--- src/rtl/conv_pkg.sv ---
// Shared definitions for the convolution sequencer.
//   state_t   : sequencer FSM states
//   max_width : index width for a counter covering 0..n-1, never below 1 bit
package conv_pkg;

   typedef enum logic [2:0] {
      IDLE,
      COEFF,
      FILL_WAIT,
      FILL_SHIFT,
      CONV,
      STREAM_WAIT,
      STREAM_SHIFT
   } state_t;

   function automatic int max_width(input int n);
      return ($clog2(n) > 1) ? $clog2(n) : 1;
   endfunction

endpackage

--- src/rtl/conv_sequencer_if.sv ---
// Host/datapath control bundle of the convolution sequencer.
//   Host requests  : sample_load_en, new_row, coeff_load_en
//   Control strobes: modwait, sample_shift, sample_stream, convolve_en, coeff_ld
//   Indices        : coeff_sel [SEL_W], ch_sel [CH_W]
//   Status         : coeff_valid, err
// master = host side (drives requests), slave = sequencer side.
interface conv_sequencer_if #(
   parameter int K      = 3,
   parameter int NUM_CH = 1
);
   import conv_pkg::*;

   localparam int SEL_W = max_width(K);
   localparam int CH_W  = max_width(NUM_CH);

   logic             sample_load_en;
   logic             new_row;
   logic             coeff_load_en;
   logic             modwait;
   logic             sample_shift;
   logic             sample_stream;
   logic             convolve_en;
   logic             coeff_ld;
   logic [SEL_W-1:0] coeff_sel;
   logic [CH_W-1:0]  ch_sel;
   logic             coeff_valid;
   logic             err;

   modport master (
      output sample_load_en, new_row, coeff_load_en,
      input  modwait, sample_shift, sample_stream, convolve_en, coeff_ld,
             coeff_sel, ch_sel, coeff_valid, err
   );

   modport slave (
      input  sample_load_en, new_row, coeff_load_en,
      output modwait, sample_shift, sample_stream, convolve_en, coeff_ld,
             coeff_sel, ch_sel, coeff_valid, err
   );

endinterface

--- src/rtl/conv_sequencer_flex_counter.sv ---
// flex_counter: parametrised rollover counter.
//   clk, n_rst    : clock, asynchronous active-low reset
//   clear         : synchronous clear, wins over count_enable
//   count_enable  : advance by one, wrapping ROLLOVER-1 -> 0
//   count_out     : current count
//   rollover_flag : count_out is at ROLLOVER-1 (next enabled edge wraps)
module flex_counter #(
   parameter int NUM_BITS = 4,
   parameter int ROLLOVER = 16
) (
   input  logic                clk,
   input  logic                n_rst,
   input  logic                clear,
   input  logic                count_enable,
   output logic [NUM_BITS-1:0] count_out,
   output logic                rollover_flag
);

   assign rollover_flag = (count_out == NUM_BITS'(ROLLOVER - 1));

   always_ff @(posedge clk or negedge n_rst) begin
      if (!n_rst) begin
         count_out <= '0;
      end else if (clear) begin
         count_out <= '0;
      end else if (count_enable) begin
         count_out <= rollover_flag ? '0 : count_out + NUM_BITS'(1);
      end
   end

endmodule

--- src/rtl/conv_sequencer.sv ---
// conv_sequencer: control FSM for a K-row, NUM_CH-channel convolution.
// Sequences coefficient loading, kernel-row fill and streaming convolve
// passes, with new-row refill and a coefficient-valid interlock.
//   clk, n_rst : clock, asynchronous active-low reset
//   bus        : conv_sequencer_if.slave (requests in, strobes/indices/status out)
// All strobes are registered from the next state, so each is high exactly
// while the FSM sits in the corresponding state.
module conv_sequencer
   import conv_pkg::*;
#(
   parameter int    K      = 3,
   parameter int    NUM_CH = 1,
   localparam int   SEL_W  = max_width(K),
   localparam int   CH_W   = max_width(NUM_CH)
) (
   input  logic      clk,
   input  logic      n_rst,
   conv_sequencer_if.slave bus
);

   localparam int FC_W = $clog2(K + 1);

   state_t           state, state_nxt;
   logic [FC_W-1:0]  fill_cnt, fill_nxt;
   logic             coeff_valid_r, coeff_valid_nxt;
   logic             err_r, err_nxt;
   logic             modwait_r, sample_shift_r, sample_stream_r, convolve_en_r, coeff_ld_r;
   logic [SEL_W-1:0] coeff_sel;
   logic [CH_W-1:0]  ch_sel;
   logic             coeff_wrap, ch_wrap;
   logic             sel_clear, sel_en, ch_clear, ch_en;

   // Counters hold 0 outside their active states, so they start every
   // COEFF/CONV pass at 0 and read as 0 everywhere else. Enabled passes end
   // exactly on a rollover, which also leaves them at 0.
   assign sel_en    = (state == COEFF);
   assign sel_clear = (state != COEFF);
   assign ch_en     = (state == CONV) || ((state == COEFF) && coeff_wrap);
   assign ch_clear  = (state != COEFF) && (state != CONV);

   flex_counter #(.NUM_BITS(SEL_W), .ROLLOVER(K)) u_coeff_cnt (
      .clk           (clk),
      .n_rst         (n_rst),
      .clear         (sel_clear),
      .count_enable  (sel_en),
      .count_out     (coeff_sel),
      .rollover_flag (coeff_wrap)
   );

   flex_counter #(.NUM_BITS(CH_W), .ROLLOVER(NUM_CH)) u_ch_cnt (
      .clk           (clk),
      .n_rst         (n_rst),
      .clear         (ch_clear),
      .count_enable  (ch_en),
      .count_out     (ch_sel),
      .rollover_flag (ch_wrap)
   );

   always_comb begin
      state_nxt       = state;
      fill_nxt        = fill_cnt;
      coeff_valid_nxt = coeff_valid_r;
      err_nxt         = err_r;
      case (state)
         IDLE: begin
            if (bus.coeff_load_en) begin
               state_nxt = COEFF;
            end else if (bus.sample_load_en) begin
               if (coeff_valid_r) state_nxt = FILL_SHIFT;
               else               err_nxt   = 1'b1;
            end
         end
         COEFF: begin
            // Last (channel, coefficient) pair reached: the set is complete.
            if (coeff_wrap && ch_wrap) begin
               state_nxt       = IDLE;
               coeff_valid_nxt = 1'b1;
               err_nxt         = 1'b0;
               fill_nxt        = '0;
            end
         end
         FILL_SHIFT: begin
            fill_nxt  = fill_cnt + FC_W'(1);
            state_nxt = (fill_cnt == FC_W'(K - 1)) ? CONV : FILL_WAIT;
         end
         FILL_WAIT: begin
            if (bus.coeff_load_en)       state_nxt = COEFF;
            else if (bus.sample_load_en) state_nxt = FILL_SHIFT;
         end
         CONV: begin
            if (ch_wrap) state_nxt = STREAM_WAIT;
         end
         STREAM_WAIT: begin
            if (bus.coeff_load_en) begin
               state_nxt = COEFF;
            end else if (bus.new_row) begin
               state_nxt = FILL_WAIT;
               fill_nxt  = '0;
            end else if (bus.sample_load_en) begin
               state_nxt = STREAM_SHIFT;
            end
         end
         STREAM_SHIFT: state_nxt = CONV;
         default:      state_nxt = IDLE;
      endcase
   end

   always_ff @(posedge clk or negedge n_rst) begin
      if (!n_rst) begin
         state           <= IDLE;
         fill_cnt        <= '0;
         coeff_valid_r   <= 1'b0;
         err_r           <= 1'b0;
         modwait_r       <= 1'b0;
         sample_shift_r  <= 1'b0;
         sample_stream_r <= 1'b0;
         convolve_en_r   <= 1'b0;
         coeff_ld_r      <= 1'b0;
      end else begin
         state           <= state_nxt;
         fill_cnt        <= fill_nxt;
         coeff_valid_r   <= coeff_valid_nxt;
         err_r           <= err_nxt;
         modwait_r       <= (state_nxt == COEFF) || (state_nxt == FILL_SHIFT) ||
                            (state_nxt == CONV)  || (state_nxt == STREAM_SHIFT);
         sample_shift_r  <= (state_nxt == FILL_SHIFT) || (state_nxt == STREAM_SHIFT);
         sample_stream_r <= (state_nxt == CONV);
         convolve_en_r   <= (state_nxt == CONV);
         coeff_ld_r      <= (state_nxt == COEFF);
      end
   end

   assign bus.modwait       = modwait_r;
   assign bus.sample_shift  = sample_shift_r;
   assign bus.sample_stream = sample_stream_r;
   assign bus.convolve_en   = convolve_en_r;
   assign bus.coeff_ld      = coeff_ld_r;
   assign bus.coeff_sel     = coeff_sel;
   assign bus.ch_sel        = ch_sel;
   assign bus.coeff_valid   = coeff_valid_r;
   assign bus.err           = err_r;

endmodule

--- src/flat_wrapper.sv ---
// flat-port wrapper written by rule: the top's interface ports become plain ports
module conv_sequencer_flat import conv_pkg::*;
#(
   parameter int    K      = 3,
   parameter int    NUM_CH = 1,
   localparam int   SEL_W  = max_width(K),
   localparam int   CH_W   = max_width(NUM_CH)
)
  (clk, n_rst, bus_sample_load_en, bus_new_row, bus_coeff_load_en, bus_modwait, bus_sample_shift, bus_sample_stream, bus_convolve_en, bus_coeff_ld, bus_coeff_sel, bus_ch_sel, bus_coeff_valid, bus_err);
  conv_sequencer_if #(.K(K), .NUM_CH(NUM_CH)) bus_i ();
  input  logic clk;
  input  logic n_rst;
  input wire logic [$bits(bus_i.sample_load_en)-1:0] bus_sample_load_en;
  input wire logic [$bits(bus_i.new_row)-1:0] bus_new_row;
  input wire logic [$bits(bus_i.coeff_load_en)-1:0] bus_coeff_load_en;
  output wire logic [$bits(bus_i.modwait)-1:0] bus_modwait;
  output wire logic [$bits(bus_i.sample_shift)-1:0] bus_sample_shift;
  output wire logic [$bits(bus_i.sample_stream)-1:0] bus_sample_stream;
  output wire logic [$bits(bus_i.convolve_en)-1:0] bus_convolve_en;
  output wire logic [$bits(bus_i.coeff_ld)-1:0] bus_coeff_ld;
  output wire logic [$bits(bus_i.coeff_sel)-1:0] bus_coeff_sel;
  output wire logic [$bits(bus_i.ch_sel)-1:0] bus_ch_sel;
  output wire logic [$bits(bus_i.coeff_valid)-1:0] bus_coeff_valid;
  output wire logic [$bits(bus_i.err)-1:0] bus_err;
  assign bus_i.sample_load_en = bus_sample_load_en;
  assign bus_i.new_row = bus_new_row;
  assign bus_i.coeff_load_en = bus_coeff_load_en;
  assign bus_modwait = bus_i.modwait;
  assign bus_sample_shift = bus_i.sample_shift;
  assign bus_sample_stream = bus_i.sample_stream;
  assign bus_convolve_en = bus_i.convolve_en;
  assign bus_coeff_ld = bus_i.coeff_ld;
  assign bus_coeff_sel = bus_i.coeff_sel;
  assign bus_ch_sel = bus_i.ch_sel;
  assign bus_coeff_valid = bus_i.coeff_valid;
  assign bus_err = bus_i.err;
  conv_sequencer #(.K(K), .NUM_CH(NUM_CH)) u_core (.clk(clk), .n_rst(n_rst), .bus(bus_i));
endmodule
--- config.mk ---
export PLATFORM = sky130hd
export DESIGN_NAME = conv_sequencer_flat
export DESIGN_NICKNAME = d
export VERILOG_FILES = /design/src/rtl/conv_pkg.sv /design/src/rtl/conv_sequencer_if.sv /design/src/rtl/conv_sequencer_flex_counter.sv /design/src/rtl/conv_sequencer.sv /design/src/flat_wrapper.sv
export SDC_FILE = /design/constraint.sdc
export NUM_CORES = 1
export LEC_CHECK = 0
export ABC_AREA = 1
export CAP_MARGIN = 40
export CORE_MARGIN = 5
export CORE_UTILIZATION = 53
export CTS_CLUSTER_DIAMETER = 200
export CTS_CLUSTER_SIZE = 30
export DETAILED_ROUTE_END_ITERATION = 7
export PLACE_DENSITY = 0.81
export SYNTH_ARGS = -nofsm -noshare
export SYNTH_HDL_FRONTEND = slang
export SYNTH_HIERARCHICAL = 1
export SYNTH_SLANG_ARGS = --single-unit
--- constraint.sdc ---
create_clock -name clk -period 3.5 [get_ports clk]
set_input_delay 0.35 -clock clk [delete_from_list [all_inputs] [get_ports clk]]
set_output_delay 0.35 -clock clk [all_outputs]
set_load 0.05 [all_outputs]
---- Yosys cells after proc, flatten, opt, wreduce, memory -nomap -nowiden ----
Index checks and enable logic that the tools add are counted.
cells by class
  reduce and logical (&&, ||, !) cells .... 16
  $add $sub $neg .......................... 3
  bitwise gates (word level) .............. 1
  eq/ne operators ......................... 20
  multiplexer cells ....................... 27
operators by type and width
  operator             number
  $mux 3               11
  $pmux 3 s7           1
  $eq 3x3->1 const B   5
  $mux 2               6
  $ne 2x2->1 const B   6
  $eq 3x2->1 const B   3
  $mux 1               7
  $eq 3x1->1 const B   2
  $pmux 2 s3           1
  $reduce_bool 2->1    3
  $logic_or 1x1->1     5
  $reduce_and 5->1     1
  $add 2x1->2 const B  2
  $eq 2x2->1 const B   2
  $reduce_and 4->1     1
  $logic_and 1x1->1    3
  $logic_not 3->1      1
  $ne 3x1->1 const B   1
  $ne 3x3->1 const B   1
  $reduce_bool 3->1    1
  $pmux 1 s2           1
  $reduce_and 2->1     1
  $add 1x1->1 const B  1
  $not 1->1            1
storage, ports and cells
  register bits ........................... 14
  logic and storage cells ................. 77

---- Logic depth before layout (Yosys ltp) ----
  depth after elaboration ................. 8
  depth in mapped cells ................... 10
  gate-level depth less buffers ........... 9

---- By module ----
Netlist, hierarchy kept.
by module, submodules not included
  module                              times used  cells an instance  area an instance (sq um)
  conv_sequencer                      1           90                 673.1
  flex_counter at u_core.u_coeff_cnt  1           13                 96.3
  flex_counter at u_core.u_ch_cnt     1           4                  22.5

---- Worst setup path before layout ----
No wires, ideal clock.
  path type ............................... register to register
  start point ............................. reg u_core.u_coeff_cnt.count_out[1]
  end point ............................... reg u_core.modwait_r, in the netlist u_core/bus.modwait
  arrival ................................. 1360 ps
  path slack .............................. 2024 ps
  buffers on the path ..................... 0
  stages on the path, launching flop included .. 10
  required time ........................... 3383 ps
  cell sequence ........................... dfrtp_1 -> inv_1 -> nor2_1 -> nand2_1 -> nand3_2 -> nand2_1 -> nor2_2 -> nand2_4 -> nand2_2 -> nand2_1
on the way
  word-level cells in the longest chain between the ends .. 8
  elaborated cells on any way between the ends .. 11
  those cells by class .................... eq/ne: 5; mux: 2; reduce/logical: 4
ends and longest elaborated chain
  what                                      RTL line                           RTL
  start: declaration                        conv_sequencer_flex_counter.sv:15  output logic [NUM_BITS-1:0] count_out,
  start signal: assignment                  conv_sequencer_flex_counter.sv:27  count_out <= rollover_flag ? '0 : count_out + NUM_BITS'(1);
  $eq 2x2->1 *                              conv_sequencer_flex_counter.sv:19  assign rollover_flag = (count_out == NUM_BITS'(ROLLOVER - 1));
  via u_core.coeff_wrap                     conv_sequencer.sv:30               logic coeff_wrap, ch_wrap;
  $logic_and 1x1->1 *                       conv_sequencer.sv:75               if (coeff_wrap && ch_wrap) begin
  $mux 3 *                                  conv_sequencer.sv:75
  $pmux 3 s7 *                              conv_sequencer.sv:64               case (state)
  via u_core.state_nxt[0]                   conv_sequencer.sv:23               state_t state, state_nxt;
  $eq 3x1->1 or $eq 3x2->1 (tied branches)  conv_sequencer.sv:124              modwait_r <= (state_nxt == COEFF) || (state_nxt == FILL_SHIFT) ||
  $logic_or 1x1->1 (2 in series)            conv_sequencer.sv:124
  $logic_or 1x1->1 *                        conv_sequencer.sv:125              (state_nxt == CONV) || (state_nxt == STREAM_SHIFT);
  end signal: assignment                    conv_sequencer.sv:124
  end: declaration                          conv_sequencer.sv:27               logic modwait_r, sample_shift_r, sample_stream_r, convolve_en_r, coeff_ld_r;
The timed path passes the listed nets; every way through them passes the cells marked *.
A chain may end at the register's enable or synchronous reset.

---- Worst setup path in the final report ----
  start point ............................. reg u_core.u_coeff_cnt.count_out[0]
  end point ............................... out bus_coeff_sel[0]
RTL lines
  what              RTL line            RTL
  end: declaration  flat_wrapper.sv:21  output wire logic [$bits(bus_i.coeff_sel)-1:0] bus_coeff_sel;
No word-level cell between the ends.

==> key figures <==
Power
  – Comb power frac: a little under three fifths
  – Pleak: 0.465 nW
  – VDD IR max: 0.422 mV
  – PwrDens: ~830 mW/mm^2
  – Flop pwr share: 32.8%
  – Int Pwr: between 0.3 and 0.4 mW
  – Switching pwr: 0.382 mW
  – Switching part of the total: roughly half
  – Clock power share: 12.2%

STA
  – Crit path time final: roughly 1.9 ns
  – Slew Limit Fails: 0
  – Worst-Margin Slew: 0.566 ns
  – Final setup viols: 0
  – Tcrit/Tclk final: a little over half
  – Max Freq: 540 MHz
  – Final Hold Violating Endpoints: 0
  – Setup TNS: 0 ns
  – Clock Skews: 0.00939 ns
  – Final Worst Setup Slack: 1.65 ns
  – Max-slew headroom: 62.1%
  – RSZ-0062 raised after global routing: no

Worst setup path
  – Worst-path fanout max: 5
  – Crit end category: output pin
  – CP max stage delay: 0.83 ns
  – Crit path max-delay family: buffers and inverters
  – CP cell instances: clkdlybuf4s50_1
  – Worst setup path class: flop to output pin
  – Critical Path RT: about 3.2 ns
  – Worst Path Buf+Inv: 1
  – Worst Setup Start Kind: flop
  – CP arrival: 1.50 ns
  – Slowest-stage cell, CP: clkdlybuf4s50_1

Route
  – Final wirelength: 1.59 mm
  – Vias per inst: 5.06
  – Post-route ant nets: 0
  – Pre-antenna DRT Iters: 4
  – Via Count: 663
  – 1st-iter DRT viols: 36
  – Post-route DRC: 0
  – Routed len/inst: 12.1 um

Final layout
  – Filler cells: 116
  – Layout cell share with drive strength beyond 1: between 10% and 20%
  – Most common cell after layout, fill and taps aside: nand2_1
  – Fin nets: 123
  – Area of the multi-input gates: 355 um^2
  – Area grow syn2layout: 17.2%
  – # diodes: 0
  – Area occupied by registers: about 330 um^2
  – Most frequent cells in the layout: nand2_1 (27), clkdlybuf4s50_1 (13), dfrtp_1 (13)

Synth
  – Post-Syn Instances: 104
  – Mapped Area: 778 um^2
  – Syn Area/Cell: 7.48 um^2
  – Syn. warnings: 6
  – Net count after synthesis: 110

Clock network
  – # resized after CTS: 0
  – CTS H-tree lvls: 1
  – CTS Root Cell: clkbuf_4
  – Max Root-Sink Buffers: 2
  – Post-CTS Setup Bufs: 0
  – CTS tree: built
  – Hold buffers post-CTS: 0
  – Num Clock Sinks: 13
  – Cts bufs inserted: 3
  – Worst-path clk slew: approximately 0.090 ns
  – Clk_lat worst skew: 0.27 ns

Floorplan
  – Initial core utilization: a little under 60%
  – Die area: around 0.0023 mm^2
  – I/O pins: 15
  – Core ar.: between 0.001 and 0.0015 mm^2
  – Rows: 13
  – Die Y: 48.3 um
  – Die Wd: 48.3 um

Global route
  – Vias in the first global route: 642
  – Initial antenna violation count: 0
  – Residual overflow from global routing: 0
  – GRT busiest layer: met2
  – First-pass GRT wire length: 2.71 mm
  – M1 GR Usage: between 15 and 20%
  – Routing usage on met3: around 3%
  – Largest net degree at the start of global routing: 14
  – M2 GR Usage: about a quarter
  – GRT Total Usage: 14.4%

Outcome
  – Status: complete, no violations

Flow run
  – Maxcap violations: 0

Place
  – Routability cong.: 0.800
  – Post-placement setup slack: 1.84 ns
  – PortBufs: 13
  – HPWL after DPL: roughly 1.1 mm

Worst hold path
  – Hold/Removal Path Class: primary input to async pin
-- area by class of cell --
type,count,area share [%]
Clock buffer,4,2.88
Inverter,15,6.17
Multi-Input combinational cell,71,39.0
Sequential cell,13,35.7
Tap cell,15,2.06
Timing Repair Buffer,13,14.3
-- power groups by stage --
stage	registers, mW	logic, mW	clock network, mW
3_3_place_gp	0.249	0.401	0
3_5_place_dp	0.252	0.409	0
4_1_cts	0.249	0.415	0.0944
2_1_floorplan	0.307	0.259	0
5_1_grt	0.258	0.450	0.0998
6_report	0.248	0.417	0.0928
-- stage by stage --
step	std cells	power [mW]	hold WS [ns]	util, %	instance area, um^2
2_1_floorplan	104	0.567	0.0544	-	778
3_3_place_gp	127	0.650	0.471	65.6	886
3_5_place_dp	127	0.660	0.479	65.6	886
4_1_cts	131	0.758	0.462	67.6	912
5_1_grt	131	0.808	0.502	67.6	912
6_report	131	0.758	0.432	67.6	912
-- metal layers --
metal / vias up / part of all wire [%]
met5: - / 0
met4: 0 / 1.4
met3: 4 / 5.5
met2: 19 / 49
met1: 300 / 44
li1: 340 / -
-- sequential cells by signal, summed over array words and instances (netlist names) --
name,flops
u_core/bus.convolve_en,1
u_core/u_coeff_cnt/count_out,2
u_core/bus.coeff_valid,1
u_core/bus.modwait,1
u_core/state,3
u_core/fill_cnt,2
u_core/bus.coeff_ld,1
u_core/bus.sample_shift,1
u_core/bus.err,1
-- worst register-to-register path, cell delays in order (launching register included) --
cell	delay [ns]
dfrtp_1	0.53
inv_2	0.09
nand2_1	0.08
nor2_1	0.05
nand2_1	0.09
nand2_1	0.08
nor2_2	0.15
nand2_4	0.07
nand2_2	0.07
nand2_1	0.05
-- path summary, 6_finish.rpt --
check                                                startpoint                               to  slack [ns]  depth (start not counted)
worst max-delay path            u_core/u_coeff_cnt/count_out[0]                 bus_coeff_sel[0]        1.65                          1
worst min-delay path                                      n_rst               u_core/fill_cnt[1]        0.43                          1
worst max register to register                  u_core/state[2]               u_core/bus.modwait        2.13                          9
worst min register to register               u_core/fill_cnt[0]               u_core/fill_cnt[0]        0.49                          1
max in group asynchronous                                 n_rst  u_core/u_coeff_cnt/count_out[1]        2.69                          1
min in group clk                             u_core/fill_cnt[0]               u_core/fill_cnt[0]        0.49                          1
Power figures use the tool's default switching activity.
